<file path="config.mk">
export PLATFORM = sky130hd
export DESIGN_NAME = lift_ctrl_scan
export DESIGN_NICKNAME = d
export VERILOG_FILES = /design/src/rtl/lift_pkg.sv /design/src/rtl/lift_call_scan.sv /design/src/rtl/lift_ctrl_scan.sv
export SDC_FILE = /design/constraint.sdc
export NUM_CORES = 1
export LEC_CHECK = 0
export ABC_CLOCK_PERIOD_IN_PS = 3000
export BUFFER_PORTS_ARGS = -buffer_cell sky130_fd_sc_hd__buf_2
export CORE_AREA = 2 2 69 71
export CTS_CLUSTER_DIAMETER = 200
export CTS_CLUSTER_SIZE = 28
export DETAILED_ROUTE_END_ITERATION = 10
export DIE_AREA = 0 0 71 73
export PLACE_DENSITY_LB_ADDON = 0.12
export REMOVE_ABC_BUFFERS = 1
export SLEW_MARGIN = 20
export SYNTH_ARGS = -nofsm -noshare
export SYNTH_HDL_FRONTEND = slang
export SYNTH_SLANG_ARGS = --single-unit
</file>
<file path="constraint.sdc">
create_clock -name clk -period 3 [get_ports clk]
set_input_delay 0.6 -clock clk [delete_from_list [all_inputs] [get_ports clk]]
set_output_delay 0.6 -clock clk [all_outputs]
set_load 0.005 [all_outputs]
</file>
<file path="src/rtl/lift_pkg.sv">
// Shared types and default constants for the SCAN lift controller.
// Latency: none (types and constants only).
// Backpressure: none.
package lift_pkg;

  typedef enum logic [2:0] {
    IDLE,
    MOVING,
    OPENING,
    OPEN,
    CLOSING
  } state_t;

  typedef enum logic {
    UP   = 1'b0,
    DOWN = 1'b1
  } dir_t;

  localparam int LIFT_NUM_FLOORS    = 11;
  localparam int LIFT_TRAVEL_CYCLES = 8;
  localparam int LIFT_DOOR_CYCLES   = 4;

  // Width of a down-counter that has to hold the longer of the two phase lengths.
  function automatic int cnt_width(input int travel, input int door);
    int mx;
    mx = (travel > door) ? travel : door;
    return $clog2(mx + 1);
  endfunction

endpackage

</file>
<file path="src/rtl/lift_call_scan.sv">
// Call scanner: finds pending calls above/below/at the cabin and the SCAN direction.
// Latency: purely combinational.
// Backpressure: none.
module lift_call_scan
  import lift_pkg::*;
#(
  parameter int NUM_FLOORS = LIFT_NUM_FLOORS,
  localparam int FW = $clog2(NUM_FLOORS)
) (
  input  logic [NUM_FLOORS-1:0] pending,
  input  logic [FW-1:0]         cur_floor,
  input  logic                  dir,
  output logic                  any_above,
  output logic                  any_below,
  output logic                  here,
  output logic                  next_dir
);

  assign here = pending[cur_floor];

  // Split the call vector around the cabin and keep going the current way while it still has work.
  always_comb begin
    any_above = 1'b0;
    any_below = 1'b0;
    for (int i = 0; i < NUM_FLOORS; i++) begin
      if (FW'(i) > cur_floor) any_above = any_above | pending[i];
      if (FW'(i) < cur_floor) any_below = any_below | pending[i];
    end
    next_dir = dir;
    if (dir == UP) begin
      if (!any_above && any_below) next_dir = DOWN;
    end else begin
      if (!any_below && any_above) next_dir = UP;
    end
  end

endmodule

</file>
<file path="src/rtl/lift_ctrl_scan.sv">
// SCAN-ordered lift controller: call latching, travel timing and door sequencing.
// Latency: outputs registered, reflecting the state one cycle after the deciding edge.
// Backpressure: none; calls are latched and held until served.
module lift_ctrl_scan
  import lift_pkg::*;
#(
  parameter int NUM_FLOORS    = LIFT_NUM_FLOORS,
  parameter int TRAVEL_CYCLES = LIFT_TRAVEL_CYCLES,
  parameter int DOOR_CYCLES   = LIFT_DOOR_CYCLES,
  localparam int FW = $clog2(NUM_FLOORS)
) (
  input  logic                  clk,
  input  logic                  rst,
  input  logic [NUM_FLOORS-1:0] req,
  input  logic                  door_obstacle,
  input  logic                  door_open_btn,
  input  logic                  door_close_btn,
  output logic                  up,
  output logic                  down,
  output logic                  door_opening,
  output logic                  door_closing,
  output logic                  ready,
  output logic [FW-1:0]         cur_floor,
  output logic [NUM_FLOORS-1:0] pending
);

  localparam int CW = cnt_width(TRAVEL_CYCLES, DOOR_CYCLES);
  localparam logic [CW-1:0] TRAVEL_LOAD = CW'(TRAVEL_CYCLES - 1);
  localparam logic [CW-1:0] DOOR_LOAD   = CW'(DOOR_CYCLES - 1);

  state_t                state, state_nxt;
  dir_t                  dir, dir_nxt;
  logic [FW-1:0]         floor_q, floor_nxt, step_floor;
  logic [NUM_FLOORS-1:0] pend_q, pend_nxt, pend_eff;
  logic [CW-1:0]         cnt, cnt_nxt;
  logic                  any_above, any_below, here, scan_dir;

  // New calls are visible to this cycle's decisions as well as being latched.
  assign pend_eff  = pend_q | req;
  assign cur_floor = floor_q;
  assign pending   = pend_q;

  lift_call_scan #(
    .NUM_FLOORS (NUM_FLOORS)
  ) u_scan (
    .pending   (pend_eff),
    .cur_floor (floor_q),
    .dir       (dir),
    .any_above (any_above),
    .any_below (any_below),
    .here      (here),
    .next_dir  (scan_dir)
  );

  // Next-state logic: idle dispatch, per-floor travel timing, door sequence and SCAN re-dispatch.
  always_comb begin
    state_nxt  = state;
    dir_nxt    = dir;
    floor_nxt  = floor_q;
    cnt_nxt    = cnt;
    step_floor = floor_q;
    pend_nxt   = pend_eff;
    case (state)
      IDLE: begin
        if (here) begin
          state_nxt = OPENING;
          cnt_nxt   = DOOR_LOAD;
        end else if (any_above || any_below) begin
          state_nxt = MOVING;
          dir_nxt   = dir_t'(scan_dir);
          cnt_nxt   = TRAVEL_LOAD;
        end
      end
      MOVING: begin
        if (cnt != '0) begin
          cnt_nxt = cnt - 1'b1;
        end else if ((dir == UP && !any_above) || (dir == DOWN && !any_below)) begin
          // Nothing lies ahead: refuse the step, which also keeps the cabin inside the shaft.
          state_nxt = IDLE;
          cnt_nxt   = '0;
        end else begin
          step_floor = (dir == UP) ? floor_q + FW'(1) : floor_q - FW'(1);
          floor_nxt  = step_floor;
          cnt_nxt    = TRAVEL_LOAD;
          if (pend_eff[step_floor]) begin
            state_nxt = OPENING;
            cnt_nxt   = DOOR_LOAD;
          end
        end
      end
      OPENING: begin
        if (cnt != '0) begin
          cnt_nxt = cnt - 1'b1;
        end else begin
          state_nxt = OPEN;
          cnt_nxt   = DOOR_LOAD;
        end
      end
      OPEN: begin
        if (door_open_btn) begin
          cnt_nxt = DOOR_LOAD;
        end else if ((door_close_btn && !door_obstacle) || cnt == '0) begin
          state_nxt = CLOSING;
          cnt_nxt   = DOOR_LOAD;
        end else begin
          cnt_nxt = cnt - 1'b1;
        end
      end
      CLOSING: begin
        if (door_obstacle || door_open_btn) begin
          state_nxt = OPENING;
          cnt_nxt   = DOOR_LOAD;
        end else if (cnt != '0) begin
          cnt_nxt = cnt - 1'b1;
        end else if (here) begin
          state_nxt = OPENING;
          cnt_nxt   = DOOR_LOAD;
        end else if (any_above || any_below) begin
          state_nxt = MOVING;
          dir_nxt   = dir_t'(scan_dir);
          cnt_nxt   = TRAVEL_LOAD;
        end else begin
          state_nxt = IDLE;
          cnt_nxt   = '0;
        end
      end
      default: begin
        state_nxt = IDLE;
        cnt_nxt   = '0;
      end
    endcase
    // Serving a floor clears its call even if the button is still pressed this cycle.
    if (state_nxt == OPENING && state != OPENING) pend_nxt[floor_nxt] = 1'b0;
  end

  // State register and output flops decoded from the state being entered.
  always_ff @(posedge clk) begin
    if (rst) begin
      state        <= IDLE;
      dir          <= UP;
      floor_q      <= '0;
      pend_q       <= '0;
      cnt          <= '0;
      up           <= 1'b0;
      down         <= 1'b0;
      door_opening <= 1'b0;
      door_closing <= 1'b0;
      ready        <= 1'b1;
    end else begin
      state        <= state_nxt;
      dir          <= dir_nxt;
      floor_q      <= floor_nxt;
      pend_q       <= pend_nxt;
      cnt          <= cnt_nxt;
      up           <= (state_nxt == MOVING) && (dir_nxt == UP);
      down         <= (state_nxt == MOVING) && (dir_nxt == DOWN);
      door_opening <= (state_nxt == OPENING);
      door_closing <= (state_nxt == CLOSING);
      ready        <= (state_nxt == IDLE) && (pend_nxt == '0);
    end
  end

endmodule

</file>
-- Word level (Yosys, flattened, before mapping)
Index checks and enable logic that the tools add are counted.
- flip-flop bits (word level): 28
- output and inout port bits: 20
- logic and storage cells: 162
- add/subtract/negate cells: 3
- magnitude comparators: 26
- equal/unequal tests: 9
- muxes and demuxes: 67
- bitwise operators: 25
- reduce and logical (&&, ||, !) cells: 22
- operators with widths (cell ; count):
    $mux 4 ; 12
    $mux 3 ; 14
    $mux 1 ; 33
    $or 1x1->1 ; 20
    $pmux 4 s5 ; 1
    $gt 3x4->1 const A ; 4
    $lt 3x4->1 const A ; 4
    $lt 4x5->1 const B ; 3
    $pmux 3 s5 ; 1
    $gt 4x4->1 const A ; 3
    $lt 4x4->1 const A ; 3
    $and 11x11->11 ; 1
    $logic_not 11->1 ; 1
    $mux 11 ; 1
    $not 11->11 ; 1
    $or 11x11->11 ; 1
    $logic_and 1x1->1 ; 10
    $eq 3x2->1 const B ; 3
    $bmux 1 s4 ; 2
    $gt 1x4->1 const A ; 2
    $gt 2x4->1 const A ; 2
    $lt 1x4->1 const A ; 2
    $lt 2x4->1 const A ; 2
    $sub 4x1->4 const B ; 2
    15 further kinds ; 24

-- Logic depth before layout (Yosys ltp)
- word-level depth: 37
- mapped depth: 13
- depth with buffers taken out: 11

-- Hierarchy
From an unflattened synthesis, not the netlist that was laid out.
- cell total of the unflattened synthesis: 272
- area total of the unflattened synthesis: 2104.5 um2
- modules (own cells, without submodules) (module ; times used ; cells each ; area an instance (um2)):
    lift_ctrl_scan ; 1 ; 226 ; 1801.7
    lift_call_scan ; 1 ; 46 ; 302.8

-- Worst setup path after synthesis
OpenSTA, ideal clock, no wires.
- kind: register to register
- start point: register floor_q[0] (netlist: cur_floor[0])
- end point: register ready
- data arrival time: 3.258 ns
- required time: 2.939 ns
- path slack: -0.319 ns
- cell stages (with the launch flop): 13
- path buffers: 2
- path through: dfxtp_1 > buf_2 > inv_1 > ha_1 > xnor2_1 > mux4_2 > mux2_2 > o22ai_1 > a311o_1 > buf_6 > a41oi_1 > nor4_1 > a41o_1
- word-level cells in the longest chain between the ends: 37
- elaborated cells between the ends (all ways): 103
- classes of those cells: 2 x add/sub; 24 x order compare; 1 x eq/ne; 43 x mux; 22 x bitwise; 11 x reduce/logical
- RTL lines (what ; line ; source):
    from (decl) ; lift_ctrl_scan.sv:33 ; logic [FW-1:0] floor_q, floor_nxt, step_floor;
    from (signal assigned) ; lift_ctrl_scan.sv:152 ; floor_q <= floor_nxt;
    $gt 1x4->1 or $lt 1x4->1 (tied branches) ; lift_call_scan.sv:26, lift_call_scan.sv:27 ;
    $mux 1, on equally long branches ; lift_call_scan.sv:26, lift_call_scan.sv:27 ;
    $or 1x1->1, on equally long branches ; lift_call_scan.sv:26, lift_call_scan.sv:27 ;
    $mux 1, on equally long branches ; lift_call_scan.sv:26, lift_call_scan.sv:27 ;
    $or 1x1->1, on equally long branches ; lift_call_scan.sv:26, lift_call_scan.sv:27 ;
    $mux 1, on equally long branches ; lift_call_scan.sv:26, lift_call_scan.sv:27 ;
    $or 1x1->1, on equally long branches ; lift_call_scan.sv:26, lift_call_scan.sv:27 ;
    $mux 1, on equally long branches ; lift_call_scan.sv:26, lift_call_scan.sv:27 ;
    (+21 left out) ; -- ;
    $logic_and 1x1->1 (not written as such) ; lift_ctrl_scan.sv:133 ; if (state_nxt == OPENING && state != OPENING) pend_nxt[floor_nxt] = 1'b0;
    $mux 1 (not written as such) ; lift_ctrl_scan.sv:133 ;
    $demux 1 s4 ; lift_ctrl_scan.sv:133 ;
    $not 11->11 (no source line) ; -- ;
    $and 11x11->11 (no source line) ; -- ;
    $mux 11 ; lift_ctrl_scan.sv:133 ;
    $logic_not 11->1 ; lift_ctrl_scan.sv:159 ; ready <= (state_nxt == IDLE) && (pend_nxt == '0);
    $logic_and 1x1->1 (*) ; lift_ctrl_scan.sv:159 ;
    to (signal assigned) ; lift_ctrl_scan.sv:159 ;
    to (decl) ; lift_ctrl_scan.sv:22 ; output logic ready,
Every way passes the cells marked *; elsewhere a longest branch is shown, timed or not. The select of a mux whose other input is x is not followed.
A chain may end at the register's enable or synchronous reset.

-- Worst setup path in the final report
- start point: input req[7]
- end point: register door_opening
- word-level cells in the longest chain between the ends: 16
- elaborated cells between the ends (all ways): 38
- classes of those cells: 1 x eq/ne; 22 x mux; 9 x bitwise; 6 x reduce/logical
- RTL lines (what ; line ; source):
    from (decl) ; lift_ctrl_scan.sv:14 ; input logic [NUM_FLOORS-1:0] req,
    $or 11x11->11 (*) ; lift_ctrl_scan.sv:39 ; assign pend_eff = pend_q | req;
    $or 1x1->1, on equally long branches ; lift_call_scan.sv:26, lift_call_scan.sv:27 ;
    $mux 1, on equally long branches ; lift_call_scan.sv:26, lift_call_scan.sv:27 ;
    $or 1x1->1, on equally long branches ; lift_call_scan.sv:26, lift_call_scan.sv:27 ;
    $mux 1, on equally long branches ; lift_call_scan.sv:26, lift_call_scan.sv:27 ;
    $or 1x1->1, on equally long branches ; lift_call_scan.sv:26, lift_call_scan.sv:27 ;
    $mux 1, on equally long branches ; lift_call_scan.sv:26, lift_call_scan.sv:27 ;
    $or 1x1->1, on equally long branches ; lift_call_scan.sv:26, lift_call_scan.sv:27 ;
    $mux 1, on equally long branches ; lift_call_scan.sv:26, lift_call_scan.sv:27 ;
    $logic_or 1x1->1 or $logic_not 1->1 (tied branches) ; lift_ctrl_scan.sv:68, lift_ctrl_scan.sv:118, lift_ctrl_scan.sv:77 ;
    $mux 1 or $logic_and 1x1->1 (tied branches) ; lift_ctrl_scan.sv:118, lift_ctrl_scan.sv:77 ;
    $mux 2 or $logic_or 1x1->1 (tied branches) ; lift_ctrl_scan.sv:115, lift_ctrl_scan.sv:77 ;
    $mux 3, on equally long branches ; lift_ctrl_scan.sv:113, lift_ctrl_scan.sv:77 ;
    $mux 3, on equally long branches ; lift_ctrl_scan.sv:110, lift_ctrl_scan.sv:75 ;
    $pmux 3 s5 (*) ; lift_ctrl_scan.sv:63 ; case (state)
    $eq 3x2->1 (*) ; lift_ctrl_scan.sv:157 ; door_opening <= (state_nxt == OPENING);
    to (signal assigned) ; lift_ctrl_scan.sv:157 ;
    to (decl) ; lift_ctrl_scan.sv:20 ; output logic door_opening,
Marks and branches as above.

==> metrics.yaml <==
dieWidth_um: 71
rsz0062_at_grt: "true"
switching_share_pct: 40.9
synthCells: 274
drive_gt1_share_pct: 40.8
slew_viol_final: 0
post-route-period-util_pct: 97.6
synth_xor_area_share_pct: 2.40
synth_top_family_by_area: "simple AND/OR/NAND/NOR gates"
setup_viol: 0
finalHoldViolations: 0
areaGrowthSynthToFinish_pct: 39.6
max_freq_mhz: 341
worstSkewPairLatency_ns: 0.29
synth_compound_area_share_pct: 25.5
yosys.area_share.simple_pct: 29.9
cts_num_sinks: 28
fill_cells: 391
clockRootBuffer: "clkbuf_8"
max-cap-violations: 0
fin_area_um2: 3060
synth_async_sr_flop_share_pct: 0
power_density_nw_per_um2: 681
crit_family: "simple AND/OR/NAND/NOR gates"
synth-edff-count: 0
path_max_fanout: 6
htree_levels: 1
cts_buffers: 3
path_buf_inv: 3
slew_headroom_pct: 66.9
grt_remaining_overflow: 0
rows: 25
dr_total_vias: 2395
viasPerCell: 5.81
grt_usage_pct: 26.0
io_buffers: 35
yosysWarnings: 0
crit_path_start_kind: "input port"
gp_congestion: 0.908
clk_path_buf_depth: 2
io_pins: 36
leakage_uw: 0.00129
grt_pass1_vias: 2250
holdWs_ns: 0.497
drt_iter0_markers: 111
worstPathCellList: "buf_2, or4_1, o311a_2, a2111oi_4, nand3b_4, and3_4, a311o_2, buf_4, buf_4, nor2b_1, nor3b_1"
synth_adder_area_share_pct: 4.00
synth_top_cell_area_share_pct: 25.6
switching_power_uw: 851
yosysMostFrequentCell: "nor2_1"
worst_slew_pin_slew_ns: 0.496
clk_pin_slew_worst_paths_ns: 0.11
yosysSeqAreaShare_pct: 25.6
worstPathArrival_ns: 3.11
netlist_top_cells_count: "nor2_1 (37), dfxtp_1 (28), nand2_1 (18)"
cp_slowest_cell: "or4_1"
grt_start_max_net_pins: 26
drc: 0
pwr-share-clk_pct: 15.0
ant_nets: 0
combPwrFrac_pct: 61.3
start_util_pct: 48.3
crit_top_cell: "buf_4"
intPower_uw: 1230
die_h_um: 73
cts_tree: "built"
wl_um: 6610
synthTopCellsByArea: "dfxtp_1 (26%), nor2_1 (6.3%), mux4_2 (4.1%)"
cp_slowest_stage_delay_ns: 0.51
diodes: 0
drtPass1Iterations: 4
finalCriticalPeriod_ns: 2.93
cp-end-kind: "flip-flop"
seqPwrFrac_pct: 23.7
holdCritPathClass: "reg2reg"
worstSetupPathType: "in2reg"
synth_mux_area_share_pct: 8.34
detailed_place_hpwl_um: 4950
ys_ff_latch: 28
syn_avg_cell_area_um2: 8.00
peakVddDrop_mv: 0.348
wl_per_cell_um: 16.0
synth_ff_type: "dfxtp_1"
synth_cell_type_count: 62
synthesis.area_um2: 2190
core_area_um2: 4540
dieArea_um2: 5180
grt_pass1_wl_um: 10600
synth_top_area_cell: "dfxtp_1"
dpl-instance-area_um2: 2770
cp.required_ns: 3.18
antenna_found_initial: 0
layout.nets: 382
status: "finished clean"
skew_ns: 0.0121
## registers in the layout (all words and copies together) (netlist names)
| signal | count |
|---|---|
| cnt | 4 |
| cur_floor | 4 |
| dir | 1 |
| door_closing | 1 |
| door_opening | 1 |
| down | 1 |
| pending | 11 |
| ready | 1 |
| state | 3 |
| up | 1 |
## placed cells by master (no fill, tap or decap), types with 3 or more instances in the layout
cell type,netlist,final
o21ai_0,17,16
buf_2,7,35
buf_4,1,52
a41oi_2,0,5
nand2_1,18,18
nand2b_1,6,6
xnor2_1,5,4
ha_1,7,5
buf_6,1,5
mux4_2,4,4
dfxtp_1,28,26
mux2i_1,7,4
inv_1,5,4
a31oi_1,4,3
nor2_1,37,37
clkbuf_8,0,3
o22ai_1,6,5
nor2b_1,14,14
or2_2,4,4
nand3_1,7,7
a211oi_1,5,5
and3_1,4,3
a21oi_1,15,14
nor3_1,10,10
## per-layer routing
metal / global-route usage (%) / vias up / wire length (um)
li1: - / 1185 / -
met1: 32.4 / 1118 / 2860
met2: 47.7 / 79 / 3320
met3: 2.49 / 13 / 293
met4: 7.97 / 0 / 123
met5: 0 / - / 0
## cell families after synthesis
kind of cell,count (synthesis)
muxes,13
AOI/OAI and AO/OA,77
buffers and inverters,20
xor gates and xnor gates,6
and+or+nand+nor,123
adders and majority gates,7
DFF,28
## worst register-to-register path, delay by kind of cell (launching register included)
family	cells	cell delay, ns
buffers and inverters	5	0.66
and+or+nand+nor	4	0.64
AOI/OAI and AO/OA	4	0.62
DFF	1	0.37
muxes	1	0.29
adders and majority gates	1	0.20
## power by group through the flow
stage                     registers (uW)  clock network, uW  logic (uW)
after detailed placement             497                  0        1080
final                                494                311        1280
after CTS                            489                314        1160
after global routing                 502                330        1400
after global placement               497                  0        1080
after floorplan                      512                  0         665
## final cells by class
type                    instances  area, um2  area share [%]
repair buffers                 93        637            20.8
inverters                       6       22.5           0.736
multi-input cells             227       1700            55.5
clock inverters                 1       30.0           0.982
well taps                      54       67.6            2.21
clock buffers                   3       41.3            1.35
flip-flops and latches         28        563            18.4
## stage by stage
stage | setup TNS [ns] | power, uW | utilization, % | worst slack [ns] | instances
6_report | 0 | 2080 | 67.4 | 0.0716 | 412
4_1_cts | 0 | 1960 | 64.4 | 0.0286 | 409
3_5_place_dp | -1.36 | 1580 | 61.2 | -0.264 | 404
3_3_place_gp | -1.03 | 1570 | 61.2 | -0.257 | 404
5_1_grt | -0.0554 | 2230 | 67.4 | -0.0554 | 412
2_1_floorplan | -3.36 | 1180 | - | -0.463 | 260
## final timing paths
kind                            from                 endpoint  slack [ns]  depth (start not counted)
max                           req[7]  door_opening$_SDFF_PP0_        0.07                         11
min              cnt[3]$_SDFFE_PP0P_      cnt[3]$_SDFFE_PP0P_        0.50                          2
max reg2reg  cur_floor[0]$_SDFF_PP0_         ready$_SDFF_PP1_        0.11                         15
min reg2reg      cnt[3]$_SDFFE_PP0P_      cnt[3]$_SDFFE_PP0P_        0.50                          2
## what timing repair did
| item | 4_1_cts | 5_1_grt |
|---|---|---|
| gates cloned | 1 | 0 |
| setup buffers | 0 | 3 |
| gates resized for setup | 11 | 25 |
| hold buffers | 0 | 0 |
| pin swaps | 3 | 9 |
| endpoints found under the setup margin | 5 | 10 |
Note: power is estimated with default switching activity, not from simulation.
